**src/rtl/fgc_pkg.sv**
```systemverilog
// Shared types and constants for the fox/goat/cabbage move sequencer.
package fgc_pkg;

    typedef enum logic [1:0] {
        ITEM_NONE    = 2'd0,
        ITEM_FOX     = 2'd1,
        ITEM_GOAT    = 2'd2,
        ITEM_CABBAGE = 2'd3
    } item_t;

    typedef enum logic [1:0] {
        RSP_OK       = 2'd0,
        RSP_ILLEGAL  = 2'd1,
        RSP_TIMEOUT  = 2'd2,
        RSP_MISMATCH = 2'd3
    } rsp_code_t;

    typedef enum logic [2:0] {
        S_IDLE,
        S_CHECK,
        S_ISSUE,
        S_WAIT,
        S_RESP
    } state_t;

    typedef struct packed {
        logic m;
        logic f;
        logic g;
        logic c;
    } banks_t;

    localparam int unsigned N_STEPS = 7;

    localparam item_t SOLUTION [0:6] = '{
        ITEM_GOAT, ITEM_NONE, ITEM_FOX, ITEM_GOAT,
        ITEM_CABBAGE, ITEM_NONE, ITEM_GOAT
    };

    function automatic logic is_safe(banks_t b);
        return !((b.f == b.g && b.m != b.f) ||
                 (b.g == b.c && b.m != b.g));
    endfunction

endpackage

```
**src/rtl/fgc_move_check.sv**
```systemverilog
// Combinational move legality check and next-state bank computation.
module fgc_move_check
    import fgc_pkg::*;
(
    input  banks_t banks_i,
    input  item_t  item_i,
    output logic   legal_o,
    output banks_t next_o
);

    always_comb begin
        next_o   = banks_i;
        next_o.m = ~banks_i.m;
        legal_o  = 1'b1;
        unique case (item_i)
            ITEM_NONE: legal_o = 1'b1;
            ITEM_FOX: begin
                legal_o  = (banks_i.f == banks_i.m);
                next_o.f = ~banks_i.f;
            end
            ITEM_GOAT: begin
                legal_o  = (banks_i.g == banks_i.m);
                next_o.g = ~banks_i.g;
            end
            ITEM_CABBAGE: begin
                legal_o  = (banks_i.c == banks_i.m);
                next_o.c = ~banks_i.c;
            end
            default: legal_o = 1'b0;
        endcase
    end

endmodule

```
**src/rtl/fgc_ctrl.sv**
```systemverilog
// Move sequencer: manual requests or 7-step auto-solve, one response each.
// Define FGC_CTRL_FORMAL_EN to compile the embedded assertions and covers.
module fgc_ctrl
    import fgc_pkg::*;
#(
    parameter int unsigned TIMEOUT = 15,
    parameter int unsigned CNT_W   = 8
) (
    input  logic             clk_i,
    input  logic             rst_ni,
    input  logic             start_i,
    input  logic             req_valid_i,
    input  logic [1:0]       req_item_i,
    output logic             req_ready_o,
    output logic             rsp_valid_o,
    output logic [1:0]       rsp_code_o,
    output logic [1:0]       item_o,
    output logic             move_o,
    input  logic             bank_f_i,
    input  logic             bank_g_i,
    input  logic             bank_c_i,
    input  logic             bank_m_i,
    output logic             busy_o,
    output logic             solved_o,
    output logic [CNT_W-1:0] moves_o
);

    localparam int unsigned TMR_W = $clog2(TIMEOUT + 1);

    state_t           state_q, state_d;
    logic             auto_q, auto_d;
    logic [2:0]       step_q, step_d;
    item_t            item_q, item_d;
    banks_t           exp_q, exp_d;
    logic             mpre_q, mpre_d;
    logic [TMR_W-1:0] tmr_q, tmr_d;
    rsp_code_t        code_q, code_d;
    logic [CNT_W-1:0] moves_q, moves_d;
    logic             solved_q;

    banks_t banks;
    item_t  cur_item;
    logic   chk_legal;
    banks_t chk_next;

    assign banks    = {bank_m_i, bank_f_i, bank_g_i, bank_c_i};
    assign cur_item = auto_q ? SOLUTION[step_q] : item_q;

    fgc_move_check u_check (
        .banks_i (banks),
        .item_i  (cur_item),
        .legal_o (chk_legal),
        .next_o  (chk_next)
    );

    always_ff @(posedge clk_i or negedge rst_ni) begin
        if (!rst_ni) begin
            state_q  <= S_IDLE;
            auto_q   <= 1'b0;
            step_q   <= '0;
            item_q   <= ITEM_NONE;
            exp_q    <= '0;
            mpre_q   <= 1'b0;
            tmr_q    <= '0;
            code_q   <= RSP_OK;
            moves_q  <= '0;
            solved_q <= 1'b0;
        end else begin
            state_q  <= state_d;
            auto_q   <= auto_d;
            step_q   <= step_d;
            item_q   <= item_d;
            exp_q    <= exp_d;
            mpre_q   <= mpre_d;
            tmr_q    <= tmr_d;
            code_q   <= code_d;
            moves_q  <= moves_d;
            solved_q <= &banks;
        end
    end

    always_comb begin
        state_d = state_q;
        auto_d  = auto_q;
        step_d  = step_q;
        item_d  = item_q;
        exp_d   = exp_q;
        mpre_d  = mpre_q;
        tmr_d   = tmr_q;
        code_d  = code_q;
        moves_d = moves_q;
        unique case (state_q)
            S_IDLE: begin
                if (start_i) begin
                    auto_d = 1'b1;
                    step_d = '0;
                    if (banks != '0) begin
                        code_d  = RSP_ILLEGAL;
                        state_d = S_RESP;
                    end else begin
                        state_d = S_CHECK;
                    end
                end else if (req_valid_i) begin
                    auto_d  = 1'b0;
                    item_d  = item_t'(req_item_i);
                    state_d = S_CHECK;
                end
            end
            S_CHECK: begin
                if (!chk_legal || !is_safe(chk_next)) begin
                    code_d  = RSP_ILLEGAL;
                    state_d = S_RESP;
                end else begin
                    exp_d   = chk_next;
                    mpre_d  = bank_m_i;
                    item_d  = cur_item;
                    state_d = S_ISSUE;
                end
            end
            S_ISSUE: begin
                tmr_d   = '0;
                state_d = S_WAIT;
            end
            S_WAIT: begin
                // A man-bank toggle takes precedence over an expiring timer.
                if (bank_m_i != mpre_q) begin
                    if (banks == exp_q) begin
                        if (moves_q != '1) moves_d = moves_q + 1'b1;
                        if (auto_q && step_q != 3'(N_STEPS - 1)) begin
                            step_d  = step_q + 3'd1;
                            state_d = S_CHECK;
                        end else begin
                            code_d  = RSP_OK;
                            state_d = S_RESP;
                        end
                    end else begin
                        code_d  = RSP_MISMATCH;
                        state_d = S_RESP;
                    end
                end else if (tmr_q == TMR_W'(TIMEOUT - 1)) begin
                    code_d  = RSP_TIMEOUT;
                    state_d = S_RESP;
                end else begin
                    tmr_d = tmr_q + 1'b1;
                end
            end
            S_RESP:  state_d = S_IDLE;
            default: state_d = S_IDLE;
        endcase
    end

    always_comb begin
        req_ready_o = rst_ni && (state_q == S_IDLE) && !start_i;
        move_o      = (state_q == S_ISSUE);
        item_o      = (state_q == S_ISSUE) ? item_q : ITEM_NONE;
        rsp_valid_o = (state_q == S_RESP);
        rsp_code_o  = code_q;
        busy_o      = (state_q != S_IDLE);
        solved_o    = solved_q;
        moves_o     = moves_q;
    end

`ifdef FGC_CTRL_FORMAL_EN
    logic   f_legal;
    banks_t f_next;

    fgc_move_check u_fcheck (
        .banks_i (banks),
        .item_i  (item_t'(item_o)),
        .legal_o (f_legal),
        .next_o  (f_next)
    );

    a_move_in_issue: assert property (@(posedge clk_i) disable iff (!rst_ni)
        move_o |-> state_q == S_ISSUE);
    a_move_safe: assert property (@(posedge clk_i) disable iff (!rst_ni)
        move_o |-> f_legal && is_safe(f_next));
    a_rsp_single: assert property (@(posedge clk_i) disable iff (!rst_ni)
        rsp_valid_o |=> !rsp_valid_o);
    a_busy: assert property (@(posedge clk_i) disable iff (!rst_ni)
        busy_o == (state_q != S_IDLE));
    c_auto_ok: cover property (@(posedge clk_i) disable iff (!rst_ni)
        rsp_valid_o && auto_q && rsp_code_o == RSP_OK && solved_o);
`endif

endmodule

```
**config.mk**
```make
export PLATFORM = sky130hd
export DESIGN_NAME = fgc_ctrl
export DESIGN_NICKNAME = d
export VERILOG_FILES = /design/src/rtl/fgc_pkg.sv /design/src/rtl/fgc_move_check.sv /design/src/rtl/fgc_ctrl.sv
export SDC_FILE = /design/constraint.sdc
export NUM_CORES = 1
export LEC_CHECK = 0
export CORE_MARGIN = 8
export CORE_UTILIZATION = 50
export CTS_CLUSTER_SIZE = 10
export DETAILED_ROUTE_END_ITERATION = 8
export PLACE_DENSITY_LB_ADDON = 0.08
export SYNTH_ARGS = -nofsm -noshare
export SYNTH_HDL_FRONTEND = slang
export SYNTH_SLANG_ARGS = --single-unit
```
**constraint.sdc**
```tcl
create_clock -name clk_i -period 4 [get_ports clk_i]
set_input_delay 0.8 -clock clk_i [delete_from_list [all_inputs] [get_ports clk_i]]
set_output_delay 0.8 -clock clk_i [all_outputs]
set_load 0.01 [all_outputs]
```
==> results <==
- For this run, the number of Yosys warnings is 0.
- The CTS tree is done.
- In this run, synthesis inferred 0 flip-flops with an integrated enable.
- The final-layout worst hold slack is 0.504 ns.
- Power spread over the standard cell area amounts to 534 nW/um2.
- The worst setup path is captured at a flop.
- Each instance of the synthesized netlist takes up on average 10.5 um2.
- The data required time of the worst path is 4.20 ns.
- The slowest stage of the critical path belongs to the cell dfrtp_1.
- The flow ran to the end, and the final reports show no timing, DRC or antenna violations.
- STA classifies the critical path startpoint as a flop.
- The core footprint is 3340 um2.
- The portion of the post-synthesis area used by sequential elements is 0.415.
- The critical path class is flop to flop.
- The final period demand of the worst path is 3.22 ns.
- Once the clock tree was built, the setup fixing pass inserted 0 buffers.
- The number of antenna diodes in the final layout is 0.
- Row generation in the floorplan step produced 21 rows.
- The detailed-placement wirelength estimate is 2960 um.
- Relative to the synthesized area, the layout overhead comes to 21.0%.
- The top cell types in the final layout, fill and taps aside, are dfrtp_1 (29), clkdlybuf4s50_1 (26), nor2_1 (11), nand2_1 (11).
- The worst hold-check path type is flop to flop.
- The floorplan die area is 5650 um2.
- The clock sink count is 29.
- CTS built an H-tree with a depth of 2.
- Of all cell types, the one taking the most synthesized area is dfrtp_1.
- Derived from the worst setup path, the maximum achievable clock frequency is 310 MHz.
- In this run, post-CTS repair resized a total of 0 instances.
- Along the worst path, the maximum fanout reaches 6.
- The total CTS buffers is 5.
- The post-synthesis cell type count is 48.
- The tree is rooted in a clkbuf_4.
- Counting every instance in the synthesized netlist gives 166.
- The number of nets with antenna violations after routing is 0.
- The worst slew margin relative to its limit is 0.643.
- The post-route fraction of the period consumed by the critical path is 0.806.
- The longest clock path from root to sink contains 2 buffers.
- The number of maximum-capacitance violations is 0.
- Sorting the synthesized cells by area gives the leading types as dfrtp_1 (41%), ha_1 (6.4%), xnor2_1 (5.0%), mux2_4 (4.3%), mux2i_1 (4.0%).
- The number of global-route vias before repair is 1,443.
- The fraction of final layout cells sized beyond drive strength 1 is 0.107.
- At the end of the flow the core is filled with cells to 0.634.
- The clock-pin slew on the worst setup and hold paths is 0.08 ns.
- The post-synth net total is 185.
- The arrival time reported for the critical path endpoint is 3.43 ns.
- The critical path's most frequent cell is ha_1.
- The final-report max-slew violation count came to 0.
- The count of buffers added on input and output ports is 26.
- The first global-routing pass estimated 6620 um of wire.
- Entering global routing, the biggest net connects 30 pins.
- For this run, the detailed router's first-pass iteration total came to 4.
- The initial utilization of the core area, before any placement, comes to 0.524.
- The total overflow left after global routing is 0.
- The fraction of synthesized cell area taken by the top area cell type is 0.415.
- The die span in y is 75.1 um.
- The measured slew at the worst slew-check pin is 0.532 ns.
- The vias per cell is 5.64.
- The dominant synthesized flop cell is dfrtp_1.
- The combined area of all synthesized cells is 1750 um2.
- Setup repair after global routing left no endpoint under its margin.
- The number of antenna violations at the first check in global routing was 0.
- The number of hold-slack violations in the final timing report came to 0.
- The number of hold-repair buffers added at the cts stage is 0.
- The most frequent standard cell in the layout excluding fill and tap cells is dfrtp_1.
- The number of placed I/O pins is 27.
- The largest stage delay on the critical path is 0.44 ns.
- After the first detailed-routing iteration, the DRC count stood at 73.
- The largest vdd supply drop is 0.286 mV.
- In this run the static leakage power is 0.925 nW.
- After detailed routing, the total wire length is 3740 um.
- The accumulated negative setup slack is 0 ns.
- The number of synthesized register bits is 29.
- The post-placement worst setup slack is 0.798 ns.
- After layout, the worst setup slack is 0.776 ns.
- The clock insertion delay at the later pin of the skew report is 0.32 ns.
- In the global route stage, overall resource usage came out at 0.154.
- Walking the worst path, the cells encountered are inv_1 -> ha_1 -> mux2i_1 -> a21oi_1 -> nor2b_1 -> ha_1 -> a311o_1 -> a41oi_1 -> o211ai_1 -> a31oi_2 -> mux2_4.
- The final route contains 1,371 vias.
- The congestion estimate from routability-driven global placement came to 0.887.
- After detailed routing, the average wire length per cell comes to 15.4 um.
- The worst clock skew is 0.0132 ns.
- The width of the chip is 75.1 um.
- At the end of the flow, the number of nets in the layout was 216.
- The DRC violations left is 0.
- Setup violations remaining at the end of the flow were counted as 0.
- The share of synthesized registers carrying an async set or reset is 1.00.
-- worst paths after layout --
kind	endpoint	slack [ns]	cells after the start	startpoint
worst max-delay path	rsp_code_o[1]	0.78	11	step_q[0]
worst max register to register	rsp_code_o[1]	0.78	11	step_q[0]
worst min register to register	moves_o[7]	0.50	1	moves_o[7]
max in group asynchronous	exp_q[3]	2.79	2	rst_ni
worst min-delay path	moves_o[7]	0.50	1	moves_o[7]
min in group asynchronous	tmr_q[3]	0.93	2	rst_ni
-- registers in the layout (all words and copies together), names as in the netlist --
signal      cells
moves_o         8
exp_q           4
tmr_q           4
state_q         3
step_q          3
item_q          2
rsp_code_o      2
auto_q          1
mpre_q          1
solved_o        1
-- layout make-up --
class | instances | area [um2]
flip-flops and latches | 29 | 726
well taps | 46 | 57.6
multi-input cells | 124 | 973
clock buffers | 7 | 55.1
repair buffers | 27 | 268
fillers | 302 | 1220
inverters | 10 | 37.5
-- report_power, final --
part           internal [mW]  switching [mW]  leakage (nW)
combinational          0.245           0.265         0.516
clock                 0.0828          0.0938        0.0314
sequential             0.359          0.0846         0.377
total                  0.687           0.443         0.925
-- cells in the mapped netlist (all sizes together) (3+ instances only) --
master	n
a21oi	4
dfrtp	29
ha	9
inv	10
mux2	6
mux2i	8
nand2	11
nand3	5
nand4	7
nor2	11
nor2b	3
nor3	5
o21ai	8
xnor2	10
xor2	5
-- routing by layer --
metal | vias up | global-route usage | share of wire
met4 | 0 | 0.0874 | 0.032
met3 | 16 | 0.0493 | 0.049
li1 | 666 | - | -
met2 | 35 | 0.249 | 0.48
met5 | - | 0 | 0
met1 | 654 | 0.174 | 0.44
-- metrics by stage --
stage,cell area (um2),cells,power [mW]
floorplan,1750,166,0.810
global placement,2060,236,0.945
detailed placement,2060,236,0.963
CTS,2120,243,1.14
global route,2120,243,1.23
finish,2120,243,1.13
-- critical path, delay by kind of cell, from the launching register on --
family	cells	cell delay, ns
AOI/OAI and AO/OA	5	1.21
adders and majority gates	2	0.60
buffers and inverters	1	0.09
DFF	1	0.44
muxes	2	0.57
and+or+nand+nor	1	0.19
-- cells by family (layout without fill, tap and decap cells) --
family          count (synthesis)  after routing  synth area share
compound gates                 31             31             0.137
xor+xnor                       15             15            0.0751
fa+ha+maj                       9              9            0.0644
buf+inv                        13             44            0.0286
flops                          29             29             0.415
mux                            14             14             0.102
simple gates                   55             55             0.178
No activity file was read; power rests on OpenSTA's default activity.
